**src/rtl/fetch_unit.sv**
```systemverilog
// rtl/fetch_unit.sv - instruction fetch front end with PC, in-order queue and redirect/halt control
module fetch_unit #(
   parameter logic [31:0] RESET_PC     = 32'h0000_0000,
   parameter int          DEPTH        = 2,
   parameter bit          HALT_ON_ZERO = 1'b1
) (
   input  logic        clk,
   input  logic        reset,
   output logic [31:0] imem_addr,
   input  logic [31:0] imem_rdata,
   output logic        out_valid,
   input  logic        out_ready,
   output logic [31:0] out_instr,
   output logic [31:0] out_pc,
   input  logic        redirect_valid,
   input  logic [31:0] redirect_pc,
   output logic        halted,
   output logic        misalign_flag
);

   localparam int PW = (DEPTH > 1) ? $clog2(DEPTH) : 1;
   localparam int CW = PW + 1;

   localparam logic [0:0] ST_RUN  = 1'b0;
   localparam logic [0:0] ST_HALT = 1'b1;

   logic [31:0]   pc_q, pc_d;
   logic [CW-1:0] count_q, count_d;
   logic [PW-1:0] wr_ptr_q, wr_ptr_d;
   logic [PW-1:0] rd_ptr_q, rd_ptr_d;
   logic [0:0]    state_q, state_d;
   logic          mis_q, mis_d;

   logic [31:0]   instr_mem [DEPTH];
   logic [31:0]   pc_mem    [DEPTH];

   logic          pop;
   logic          can_push;
   logic          fetch_zero;
   logic          fetch_slot;
   logic          push;
   logic          halt_go;

   // Handshake and fetch qualification; a zero word only stops fetch when it could otherwise be pushed
   always_comb begin
      out_valid  = (count_q != '0);
      pop        = out_valid & out_ready;
      can_push   = (count_q < CW'(DEPTH)) | pop;
      fetch_zero = HALT_ON_ZERO && (imem_rdata == 32'h0);
      fetch_slot = !redirect_valid && (state_q == ST_RUN) && can_push;
      push       = fetch_slot && !fetch_zero;
      halt_go    = fetch_slot && fetch_zero;
      imem_addr  = pc_q;
      halted     = (state_q == ST_HALT);
      misalign_flag = mis_q;
      out_instr  = out_valid ? instr_mem[rd_ptr_q] : 32'h0;
      out_pc     = out_valid ? pc_mem[rd_ptr_q]    : 32'h0;
   end

   // Next-state: a redirect flushes the queue and wins over any push or pop in the same cycle
   always_comb begin
      pc_d     = pc_q;
      count_d  = count_q;
      wr_ptr_d = wr_ptr_q;
      rd_ptr_d = rd_ptr_q;
      state_d  = state_q;
      mis_d    = mis_q;
      if (redirect_valid) begin
         pc_d     = {redirect_pc[31:2], 2'b00};
         count_d  = '0;
         wr_ptr_d = '0;
         rd_ptr_d = '0;
         state_d  = ST_RUN;
         mis_d    = mis_q | (redirect_pc[1:0] != 2'b00);
      end else begin
         if (pop) begin
            rd_ptr_d = rd_ptr_q + PW'(1);
         end
         if (push) begin
            wr_ptr_d = wr_ptr_q + PW'(1);
            pc_d     = pc_q + 32'd4;
         end
         if (halt_go) begin
            state_d = ST_HALT;
         end
         if (push && !pop) begin
            count_d = count_q + CW'(1);
         end else if (pop && !push) begin
            count_d = count_q - CW'(1);
         end
      end
   end

   // Control registers with synchronous reset
   always_ff @(posedge clk) begin
      if (reset) begin
         pc_q     <= RESET_PC;
         count_q  <= '0;
         wr_ptr_q <= '0;
         rd_ptr_q <= '0;
         state_q  <= ST_RUN;
         mis_q    <= 1'b0;
      end else begin
         pc_q     <= pc_d;
         count_q  <= count_d;
         wr_ptr_q <= wr_ptr_d;
         rd_ptr_q <= rd_ptr_d;
         state_q  <= state_d;
         mis_q    <= mis_d;
      end
   end

   // Queue storage; contents need no reset because count gates visibility
   always_ff @(posedge clk) begin
      if (push) begin
         instr_mem[wr_ptr_q] <= imem_rdata;
         pc_mem[wr_ptr_q]    <= pc_q;
      end
   end

endmodule

```
**config.mk**
```make
export PLATFORM = sky130hd
export DESIGN_NAME = fetch_unit
export DESIGN_NICKNAME = d
export VERILOG_FILES = /design/src/rtl/fetch_unit.sv
export SDC_FILE = /design/constraint.sdc
export NUM_CORES = 1
export LEC_CHECK = 0
export CAP_MARGIN = 20
export CORE_MARGIN = 4
export CORE_UTILIZATION = 50
export CTS_BUF_LIST = sky130_fd_sc_hd__clkbuf_4 sky130_fd_sc_hd__clkbuf_8 sky130_fd_sc_hd__clkbuf_16
export DETAILED_ROUTE_END_ITERATION = 16
export DONT_BUFFER_PORTS = 1
export SLEW_MARGIN = 20
export SYNTH_ARGS = -nofsm -noshare
export SYNTH_HDL_FRONTEND = slang
export SYNTH_SLANG_ARGS = --single-unit
```
**constraint.sdc**
```tcl
create_clock -name clk -period 11.4 [get_ports clk]
set_clock_uncertainty 0.15 [all_clocks]
set_input_delay 2.28 -clock clk [delete_from_list [all_inputs] [get_ports clk]]
set_output_delay 2.28 -clock clk [all_outputs]
set_load 0.05 [all_outputs]
```
* Word-level counts from Yosys, hierarchy flattened
Memory sizes are Yosys's and may differ from the RTL's. A register that Yosys moved wholly into a read port is not among the register bits.
Cells that the tools add are included.
** Word-level totals
- Bits in registers :: 38
- Memories kept :: 2
- Output and inout port bits :: 99
- Bits in writable memories :: 128
** Memory list
- instr_mem :: depth 2, bits a word 32, read ports 1, clocked after Yosys merged registers in 1, wr ports 1, line 34 : logic [31:0] instr_mem [DEPTH];
- pc_mem :: depth 2, bits a word 32, read ports 1, clocked after Yosys merged registers in 1, wr ports 1, line 35 : logic [31:0] pc_mem [DEPTH];
** Operators by class
- Reductions and logical operators :: 16
- Bitwise gates (word level) :: 4
- $add $sub $neg :: 5
- Magnitude comparators :: 1
- Muxes and demuxes :: 12
** Operators with widths (count)
- 32-bit 2-to-1 mux :: 4
- 32-bit by 3-bit adder with 32-bit output (second input constant) :: 1
- 32-bit logical NOT :: 1
- 2-bit nonzero test :: 4
- 1-bit logical AND :: 6
- 1-bit 2-to-1 mux :: 6
- 1-bit logical NOT :: 4
- 2-bit 2-to-1 mux :: 2
- 1-bit adder (second input constant) :: 2
- 2-bit by 1-bit adder with 2-bit output (second input constant) :: 1
- 2-bit < comparator (second input constant) :: 1
- 1-bit bitwise OR :: 2
- 2-bit OR reduction :: 1
- 2-bit by 1-bit subtractor with 2-bit output (second input constant) :: 1
- 1-bit bitwise AND :: 1
- 1-bit NOT :: 1

* Logic depth before layout (Yosys ltp)
- Depth after elaboration :: 9
- Gate-level depth with buffers :: 10
- Depth with buffers taken out :: 9

* Least setup slack after synthesis
Ideal clock, no wire load.
- Path type :: input to register
- From :: input redirect_valid
- To :: memory instr_mem[0][0], enable pin
- Required time :: 10.767 ns
- Stages :: 6
- Data arrival time :: 5.637 ns
- Slack :: 5.130 ns
- Cells stage by stage :: buf_2 > nor3_2 > o21ai_2 > buf_4 > buf_6 > nor2_1
** Between the ends
- Cells in the longest elaborated chain, start to end :: 6
** RTL lines
- start, declared :: line 15 : input logic redirect_valid,
- 1-bit logical NOT :: line 50 : fetch_slot = !redirect_valid && (state_q == ST_RUN) && can_push;
- 1-bit logical AND (2 in series) :: line 50
- 1-bit logical AND :: line 51 : push = fetch_slot && !fetch_zero;
- 1-bit 2-to-1 mux :: line 115 : if (push) begin
- 1-bit 2-to-1 mux (implied by the code) :: line 116 : instr_mem[wr_ptr_q] <= imem_rdata;
- end, declared :: line 34
No other way between the ends.

==> run metrics <==
FF-to-FF Start=halted; vias in the first global route=4041; Final Hold Vio Count=0; Vias=4283; leading area contributor after synthesis=edfxtp_1; PortBufs=0; TNS Setup=0 ns; register area share after synthesis=64.6%; Post-Syn Area=roughly 6900 µm²; total global routing track utilization=19.0%; CTS tree=yes; FMAX=204 MHz; die area=around 16000 µm²; Routed WL per cell=20.6 µm; FF-to-FF End=pc_mem[1][30]; ANT nets after route=0; Multi-input gate area=2260 µm²; DP Area=roughly 7000 µm²; synth warn=0; Unique masters post-synth=51; non-filler cells in the finished layout=726; setup bufs post-CTS=0; Core Rows=42; Ant. Diodes=0; sequential cell area=4470 µm²; min-delay worst type=flop to flop; Final #Nets=slightly above 600; Clock transition at path regs=roughly 0.060 ns; Worst-Skew Late Latency=0.42 ns; CP Max Fanout=62; commonest non-fill, non-tap cell in the layout=edfxtp_1; routed wire length=14900 µm; Worst setup EP type=output port; Worst-Margin Slew=1.10 ns; buffer levels on the longest clock path=2; Final Critical Period=4.91 ns; ys async rst share=0%; period utilization=43.0%; DRT iter0 DRCs=315; Placeable Area=13400 µm²; global-route wire length before repair=23500 µm; Final HPWL DP=9700 µm; most frequent cells in the layout=124 x edfxtp_1, 70 x nor2_1, 65 x mux2i_1, 40 x nand2_1, 36 x dfxtp_1; cts bufs inserted=17; io pins=approximately 170; Num Clock Sinks=between 150 and 200; Max Cap Violations=0; Synth Register Bits=161; post-route design area=7590 µm²; Final setup viols=0; Syn Inst Count=546; area growth from synthesis to layout=9.74%; hold_ws=0.417 ns; total grt overflow=0; H-tree levels=4; pin count of the biggest net entering global routing=64; Filler cells=1098; Worst VDD drop=78.6 µV; GPL Wtd Cong=between 0.7 and 0.8; R2R cell count=6; Setup CP Type=flop to output port; crit path capture=out_pc[2]; die span in y=~130 µm; layout cell share with drive strength beyond 1=under 10%; EDFF count, synth=124; Crit path required time=8.97 ns; dpl cells=694; Max-slew headroom=roughly a quarter; Starting Density=51.6%; Critical Path AT=2.48 ns; ys flop type=edfxtp_1; root buf cell=clkbuf_16; post_cts resized=0; Cell Pwr Density=around 190 nW/µm²; antenna violations before repair=1; dominant cells by area after synthesis=edfxtp_1 54%, dfxtp_1 11%, mux2i_1 9.4%, nor2_1 3.9%, nand2_1 2.2%; Final Max Slew Viols=0; CTS Hold Bufs=0; run status=complete, no violations; RSZ-0062 raised after global routing=false; Leak=2.34 nW; critical path startpoint category=flop; Mean Syn Cell Area=12.7 µm²; worst reg-to-reg setup slack=8.34 ns; Die Width=126 µm; Pre-antenna DRT Iters=5; Yosys top cell area share=53.9%; vias per inst=between 5 and 6; drt drc=0
-- cells by family after synthesis --
logic type | count (synthesis) | share of synthesized area [%]
buffers and inverters | 45 | 3.15
other | 1 | 0.0542
xor gates and xnor gates | 5 | 0.633
AOI/OAI and AO/OA | 69 | 7.49
adders and majority gates | 2 | 0.362
muxes | 69 | 10.1
and+or+nand+nor | 194 | 13.7
DFF | 161 | 64.6
-- worst max-delay path, stage by stage, from the launching register on --
cell,delay [ns]
dfxtp_4,1.07
mux2i_1,0.21
nor2_1,0.73
-- how the worst min path moves through the flow --
stage,endpoint,start,depth (start not counted),slack [ns]
global route,rd_ptr_q,rd_ptr_q,2,0.43
CTS,rd_ptr_q,rd_ptr_q,2,0.42
finish,rd_ptr_q,rd_ptr_q,2,0.42
floorplan,flop,rd_ptr_q,2,0.37
global placement,flop,rd_ptr_q,2,0.39
detailed placement,rd_ptr_q,rd_ptr_q,2,0.40
-- cells in the mapped netlist, drive strengths merged, types with 4 or more instances --
library cell / number
edfxtp: 124
nor2: 73
mux2i: 65
nand2: 40
dfxtp: 37
buf: 20
a31oi: 18
clkbuf: 16
nor3: 16
nand3: 14
nor4: 14
nand4: 13
inv: 9
a311oi: 8
o31a: 8
a21boi: 6
o21ai: 6
o311ai: 6
or4: 6
and4: 4
mux2: 4
o211ai: 4
or3: 4
-- report_power, final --
group	leakage, nW	switching, mW	internal [mW]
sequential	1.49	0.0483	0.667
combinational	0.585	0.122	0.0301
clock	0.266	0.223	0.320
-- state kept, by name, summed over array words and instances, names as in the netlist, named ones only --
signal / flops
instr_mem: 64
pc_mem: 60
imem_addr: 30
wr_ptr_q: 1
rd_ptr_q: 1
halted: 1
count_q: 2
misalign_flag: 1
-- routing by layer --
layer / share of wire [%] / global-route usage, % / vias to the layer above
met3: 8.6 / 6.99 / 13
met1: 42 / 25.0 / 2063
li1: - / - / 2057
met5: 0.074 / 0 / -
met4: 1.1 / 6.82 / 2
met2: 48 / 29.2 / 148
-- stage by stage --
stage	setup WS (ns)	power, mW	utilization, %
finish	6.49	1.41	56.6
global route	6.32	1.47	56.6
CTS	6.43	1.42	56.6
detailed placement	6.17	0.883	52.4
global placement	6.24	0.879	52.4
floorplan	5.13	0.862	-
-- area by class of cell --
type                       instances  area share [%]
timing repair buffer               5           0.495
tap                              176            2.90
clock inverter                    15            1.88
sequential                       161            58.9
clock buffer                      17            5.61
multi-input combinational        343            29.8
inverter                           9           0.445
(Power assumes the default switching activity.)
